$ cat src/rtl/auto_motion_executor.sv
// Auto-mode motion executor: timed, mutually exclusive drive outputs and barrier pulses.
// Build option AUTO_SETTLE_EN adds a post-turn SETTLE state with its own counter.
module auto_motion_executor #(
    parameter int unsigned TURN_90_CYCLES       = 90_000_000,
    parameter int unsigned BARRIER_PULSE_CYCLES = 10,
    parameter int unsigned SETTLE_CYCLES        = 20_000_000,
    parameter int unsigned CNT_W                = 28
) (
    input  logic clk,
    input  logic rst,
    input  logic enable,
    input  logic move_forward,
    input  logic trigger_turn_left,
    input  logic trigger_turn_right,
    input  logic trigger_turn_back,
    input  logic place_barrier_signal,
    input  logic destroy_barrier_signal,
    output logic forward_drive,
    output logic turn_left_drive,
    output logic turn_right_drive,
    output logic place_barrier,
    output logic destroy_barrier,
    output logic moving,
    output logic is_turning
);

    localparam int unsigned PW = $clog2(BARRIER_PULSE_CYCLES + 1);
    localparam logic [CNT_W-1:0] TURN_LD  = CNT_W'(TURN_90_CYCLES - 1);
    localparam logic [CNT_W-1:0] UTURN_LD = CNT_W'(2 * TURN_90_CYCLES - 1);
    localparam logic [PW-1:0]    PULSE_LD = PW'(BARRIER_PULSE_CYCLES - 1);

    if (TURN_90_CYCLES == 0 || BARRIER_PULSE_CYCLES == 0 || SETTLE_CYCLES == 0 ||
        (((2 * 64'(TURN_90_CYCLES)) - 64'd1) >> CNT_W) != 64'd0) begin : g_bad_cfg
        $error("auto_motion_executor: invalid parameter set");
    end

    typedef enum logic [2:0] {
        IDLE,
        FORWARD,
        TURN_L,
        TURN_R,
        TURN_B
`ifdef AUTO_SETTLE_EN
        , SETTLE
`endif
    } state_e;

    state_e           state_q, state_d;
    logic [CNT_W-1:0] turn_cnt_q, turn_cnt_d;
`ifdef AUTO_SETTLE_EN
    localparam int unsigned SW = $clog2(SETTLE_CYCLES + 1);
    localparam logic [SW-1:0] SETTLE_LD = SW'(SETTLE_CYCLES - 1);
    logic [SW-1:0]    settle_cnt_q, settle_cnt_d;
`endif

    logic          place_prev_q, destroy_prev_q;
    logic [PW-1:0] pulse_cnt_q, pulse_cnt_d;
    logic          place_q, place_d;
    logic          destroy_q, destroy_d;

    logic fwd_q, fwd_d;
    logic tl_q, tl_d;
    logic tr_q, tr_d;
    logic turning_q, turning_d;
    logic moving_q, moving_d;

    logic place_edge, destroy_edge, arb_state, pulse_active;

    assign place_edge   = place_barrier_signal & ~place_prev_q;
    assign destroy_edge = destroy_barrier_signal & ~destroy_prev_q;
    assign arb_state    = (state_q == IDLE) || (state_q == FORWARD);
    assign pulse_active = place_q | destroy_q;

    // State register, counters, edge detectors and registered outputs
    always_ff @(posedge clk or posedge rst) begin
        if (rst) begin
            state_q        <= IDLE;
            turn_cnt_q     <= '0;
`ifdef AUTO_SETTLE_EN
            settle_cnt_q   <= '0;
`endif
            place_prev_q   <= 1'b0;
            destroy_prev_q <= 1'b0;
            pulse_cnt_q    <= '0;
            place_q        <= 1'b0;
            destroy_q      <= 1'b0;
            fwd_q          <= 1'b0;
            tl_q           <= 1'b0;
            tr_q           <= 1'b0;
            turning_q      <= 1'b0;
            moving_q       <= 1'b0;
        end else begin
            state_q        <= state_d;
            turn_cnt_q     <= turn_cnt_d;
`ifdef AUTO_SETTLE_EN
            settle_cnt_q   <= settle_cnt_d;
`endif
            place_prev_q   <= place_barrier_signal;
            destroy_prev_q <= destroy_barrier_signal;
            pulse_cnt_q    <= pulse_cnt_d;
            place_q        <= place_d;
            destroy_q      <= destroy_d;
            fwd_q          <= fwd_d;
            tl_q           <= tl_d;
            tr_q           <= tr_d;
            turning_q      <= turning_d;
            moving_q       <= moving_d;
        end
    end

    always_comb begin
        state_d    = state_q;
        turn_cnt_d = turn_cnt_q;
`ifdef AUTO_SETTLE_EN
        settle_cnt_d = settle_cnt_q;
`endif
        if (!enable) begin
            state_d    = IDLE;
            turn_cnt_d = '0;
`ifdef AUTO_SETTLE_EN
            settle_cnt_d = '0;
`endif
        end else begin
            unique case (state_q)
                IDLE, FORWARD: begin
                    if (trigger_turn_back) begin
                        state_d    = TURN_B;
                        turn_cnt_d = UTURN_LD;
                    end else if (trigger_turn_left) begin
                        state_d    = TURN_L;
                        turn_cnt_d = TURN_LD;
                    end else if (trigger_turn_right) begin
                        state_d    = TURN_R;
                        turn_cnt_d = TURN_LD;
                    end else begin
                        state_d = move_forward ? FORWARD : IDLE;
                    end
                end
                TURN_L, TURN_R, TURN_B: begin
                    if (turn_cnt_q == '0) begin
`ifdef AUTO_SETTLE_EN
                        state_d      = SETTLE;
                        settle_cnt_d = SETTLE_LD;
`else
                        state_d      = IDLE;
`endif
                    end else begin
                        turn_cnt_d = turn_cnt_q - CNT_W'(1);
                    end
                end
`ifdef AUTO_SETTLE_EN
                SETTLE: begin
                    if (settle_cnt_q == '0) begin
                        state_d = IDLE;
                    end else begin
                        settle_cnt_d = settle_cnt_q - SW'(1);
                    end
                end
`endif
                default: state_d = IDLE;
            endcase
        end
    end

    // Place beats destroy on a same-cycle edge; edges during a pulse or turn are dropped
    always_comb begin
        place_d     = place_q;
        destroy_d   = destroy_q;
        pulse_cnt_d = pulse_cnt_q;
        if (!enable) begin
            place_d     = 1'b0;
            destroy_d   = 1'b0;
            pulse_cnt_d = '0;
        end else if (pulse_active) begin
            if (pulse_cnt_q == '0) begin
                place_d   = 1'b0;
                destroy_d = 1'b0;
            end else begin
                pulse_cnt_d = pulse_cnt_q - PW'(1);
            end
        end else if (arb_state && place_edge) begin
            place_d     = 1'b1;
            pulse_cnt_d = PULSE_LD;
        end else if (arb_state && destroy_edge) begin
            destroy_d   = 1'b1;
            pulse_cnt_d = PULSE_LD;
        end
    end

    always_comb begin
        fwd_d     = (state_d == FORWARD);
        tl_d      = (state_d == TURN_L);
        tr_d      = (state_d == TURN_R) || (state_d == TURN_B);
        turning_d = (state_d == TURN_L) || (state_d == TURN_R) ||
                    (state_d == TURN_B);
`ifdef AUTO_SETTLE_EN
        turning_d = turning_d || (state_d == SETTLE);
`endif
        moving_d  = fwd_d || turning_d;
    end

    assign forward_drive    = fwd_q;
    assign turn_left_drive  = tl_q;
    assign turn_right_drive = tr_q;
    assign place_barrier    = place_q;
    assign destroy_barrier  = destroy_q;
    assign moving           = moving_q;
    assign is_turning       = turning_q;

endmodule

$ cat config.mk
export PLATFORM = sky130hd
export DESIGN_NAME = auto_motion_executor
export DESIGN_NICKNAME = d
export VERILOG_FILES = /design/src/rtl/auto_motion_executor.sv
export SDC_FILE = /design/constraint.sdc
export NUM_CORES = 1
export LEC_CHECK = 0
export ABC_AREA = 0
export CORE_MARGIN = 2
export CORE_UTILIZATION = 55
export DETAILED_ROUTE_END_ITERATION = 10
export GPL_TIMING_DRIVEN = 0
export MAX_ROUTING_LAYER = met4
export PLACE_DENSITY = 0.82
export SLEW_MARGIN = 0
export SYNTH_ARGS = -nofsm -noshare
export SYNTH_HDL_FRONTEND = slang
export SYNTH_SLANG_ARGS = --single-unit
$ cat constraint.sdc
create_clock -name clk -period 5.6 [get_ports clk]
set_input_delay 0.56 -clock clk [delete_from_list [all_inputs] [get_ports clk]]
set_output_delay 0.56 -clock clk [all_outputs]
set_load 0.01 [all_outputs]
==> impl_metrics.toml <==
[setup_path]
reg2reg_depth = 7
worst-path-max-fanout = 10
path_class = "register to register"
crit_path_end_kind = "register"
crit_arrival_ns = 3.00
r2r_slack_ns = 2.81
r2r_end = "turn_cnt_q[1]"
critPathLaunchType = "register"
rr_startpoint = "turn_cnt_q[0]"
critPathRequiredTime_ns = 5.80

[run_status]
status = "finished clean"

[clocking]
clkTransAtPathRegs_ns = 0.08
insertion_delay_ns = 0.30
holdBufCountCts = 0
cts_buffer_depth = 2
cts_tree = "built"
cts_resized = 0
cts-buffers-inserted = 5
htreeDepth = 2
root_buffer = "clkbuf_8"
cts_num_sinks = 44
cts_setup_buffers = 0

[synth]
syn_nets = 309
avgSynthCellArea_um2 = 8.64
synth-compound-area-share_pct = 26.9
synth_cells = 297
synth_cell_types = 53
ys_seq_elements = 44
ys_warn_count = 0
async_flop_share_pct = 100
yosys.area.top_type_share_pct = 42.9
synth_area_leaders = "dfrtp_1, a21oi_1, nor2_1, o21ai_0, nor3_1"
synth-simple-area-share_pct = 23.8
synth_edf_count = 0
synth_mux_area_share_pct = 0
synth_xor_xnor_area_share_pct = 0
ys.flop_type = "dfrtp_1"
syn_area_um2 = 2570
synth_top_family_by_area = "compound AO/OA/AOI/OAI gates"
synthAdderAreaFrac_pct = 1.46
seq_area_frac_synth_pct = 42.9
synth_top_area_cell = "dfrtp_1"

[final_layout]
syn_to_final_growth_pct = 13.3
ff_latch_area_um2 = 1100
nets = 331
final_cells = 372
final_area_um2 = 2910
antennaDiodeCount = 0
multi_input_area_um2 = 1340
fill_cells = 372
fin_util_pct = 65.9
drive_gt1_share_pct = 8.44

[placed_design]
dp.cells = 364
place_area_um2 = 2800
place_congestion = 0.959
io_buffers = 14
hpwl_um = 4690

[global_routing]
antenna_found_initial = 0
grt_pass1_wl_um = 11200
grt_max_degree = 24
grtUsageTotal_pct = 28.3
grt_pass1_vias = 2333
grt.overflow.total = 0

[floorplan]
num_rows = 24
die_w_um = 72.3
initial_core_util_pct = 58.2
dieArea_um2 = 5230
core_region_area_um2 = 4410
die_h_um = 72.3
pin_count = 16

[timing]
clock_skew_ns = 0.00726
worstMarginPinSlew_ns = 0.999
slew_headroom_pct = 32.8
period_share_pct = 49.9
rsz0062_at_grt = "false"
hold_ws_ns = 0.538
slew_viol_final = 0
min_period_ns = 2.79
tns_ns = 0
hold_violations = 0
setup_viol = 0
fmax_ghz = 0.358

[worst_hold_path]
hold_path_class = "register to register"
min_path_cells = 2
min_to = "turn_cnt_q[24]"
min_from = "turn_cnt_q[24]"

[route]
final_antenna_net_count = 0
drt_iter0_markers = 371
vias = 2542
drcViolationCount = 0
wl_per_cell_um = 18.2
vias_per_cell = 6.83
dr_wl_met2_um = 3090
wl_met3_um = 610
drt_first_pass_iters = 6
top_layer_used = "met4"
wl_met1_um = 2980
routed_wl_um = 6770

[pwr]
ir_drop_mv = 0.210
p_per_area_nw_per_um2 = 316
leakage_nw = 1.20

[job]
maxCapViolCount = 0
routing by layer:
metal,vias up,global-route usage [%]
met5,-,-
met4,0,8.39
met3,8,3.89
met2,154,41.6
met1,1208,40.9
li1,1172,-
synth_stat cells, types with 3 or more instances:
library cell	instances
nor2_1	34
o21a_1	3
o211ai_1	9
a21oi_1	27
ha_1	3
nor4_1	7
inv_1	14
dfrtp_1	44
nand3_1	7
or4_1	4
a311oi_1	4
o31ai_1	3
nand4_1	3
clkbuf_1	12
nor3_1	19
a211oi_1	3
nand2_1	12
or2_2	4
or3_1	5
o21ai_0	23
a31oi_1	14
placed cells by master (no fill, tap or decap), drive strengths merged, types with 3 or more instances in the layout:
master,Yosys,routed
nand3,7,7
nand4,3,3
clkdlybuf4s50,0,14
nor2,34,34
or4,5,5
o211ai,9,9
a311oi,4,4
o21ai,25,25
clkbuf,12,18
inv,15,15
nor3,19,19
or3,5,5
nand2,12,12
o31ai,3,3
nor4,9,9
ha,3,3
a21oi,28,28
or2,4,4
a211oi,3,3
buf,4,5
dfrtp,44,44
o21a,3,3
a31oi,14,14
registers in the layout (all words and copies together) (netlist names):
signal            cells
destroy_barrier       1
destroy_prev_q        1
forward_drive         1
is_turning            1
moving                1
place_barrier         1
place_prev_q          1
pulse_cnt_q           4
state_q               3
turn_cnt_q           28
turn_left_drive       1
turn_right_drive      1
logic make-up after synthesis:
group	count (synthesis)
and+or+nand+nor	114
AOI/OAI and AO/OA	105
DFF	44
buffers and inverters	31
adders and majority gates	3
through the flow:
step | setup slack, ns | total power, mW
6_report | 2.81 | 0.918
5_1_grt | 2.51 | 0.970
4_1_cts | 2.80 | 0.911
3_5_place_dp | 2.63 | 0.673
3_3_place_gp | 2.62 | 0.665
2_1_floorplan | 3.26 | 0.593
how the worst max path moves through the flow:
| stage | from | to | slack, ns | cells after the start |
|---|---|---|---|---|
| final | turn_cnt_q[0] | turn_cnt_q[1] | 2.81 | 7 |
| after global routing | turn_cnt_q[0] | turn_cnt_q[1] | 2.51 | 7 |
| after CTS | turn_cnt_q[0] | turn_cnt_q[1] | 2.80 | 7 |
| after detailed placement | trigger_turn_back | turn_cnt_q[1] | 2.63 | 7 |
| after global placement | trigger_turn_back | turn_cnt_q[17] | 2.62 | 7 |
| after floorplan | turn_cnt_q[19] | turn_cnt_q[26] | 3.26 | 7 |
critical path: stages (launching register included):
cell	delay [ns]
dfrtp_1	0.40
inv_1	0.11
ha_1	0.21
or3b_2	0.52
nor3_1	0.38
a41oi_1	0.43
clkbuf_1	0.34
a311oi_1	0.30
final cells by class:
cell class | instances | area share (%)
well taps | 52 | 2.24
plain buffers | 16 | 2.41
flip-flops and latches | 44 | 37.9
repair buffers | 15 | 5.77
inverters | 15 | 1.94
clock inverters | 2 | 1.20
clock buffers | 6 | 2.50
multi-input cells | 222 | 46.1
report_power, final:
group	internal, mW	switching, mW	total [mW]
Combinational	0.105	0.181	0.286
Clock	0.132	0.108	0.240
Sequential	0.356	0.0356	0.391
Power figures use the tool's default switching activity.
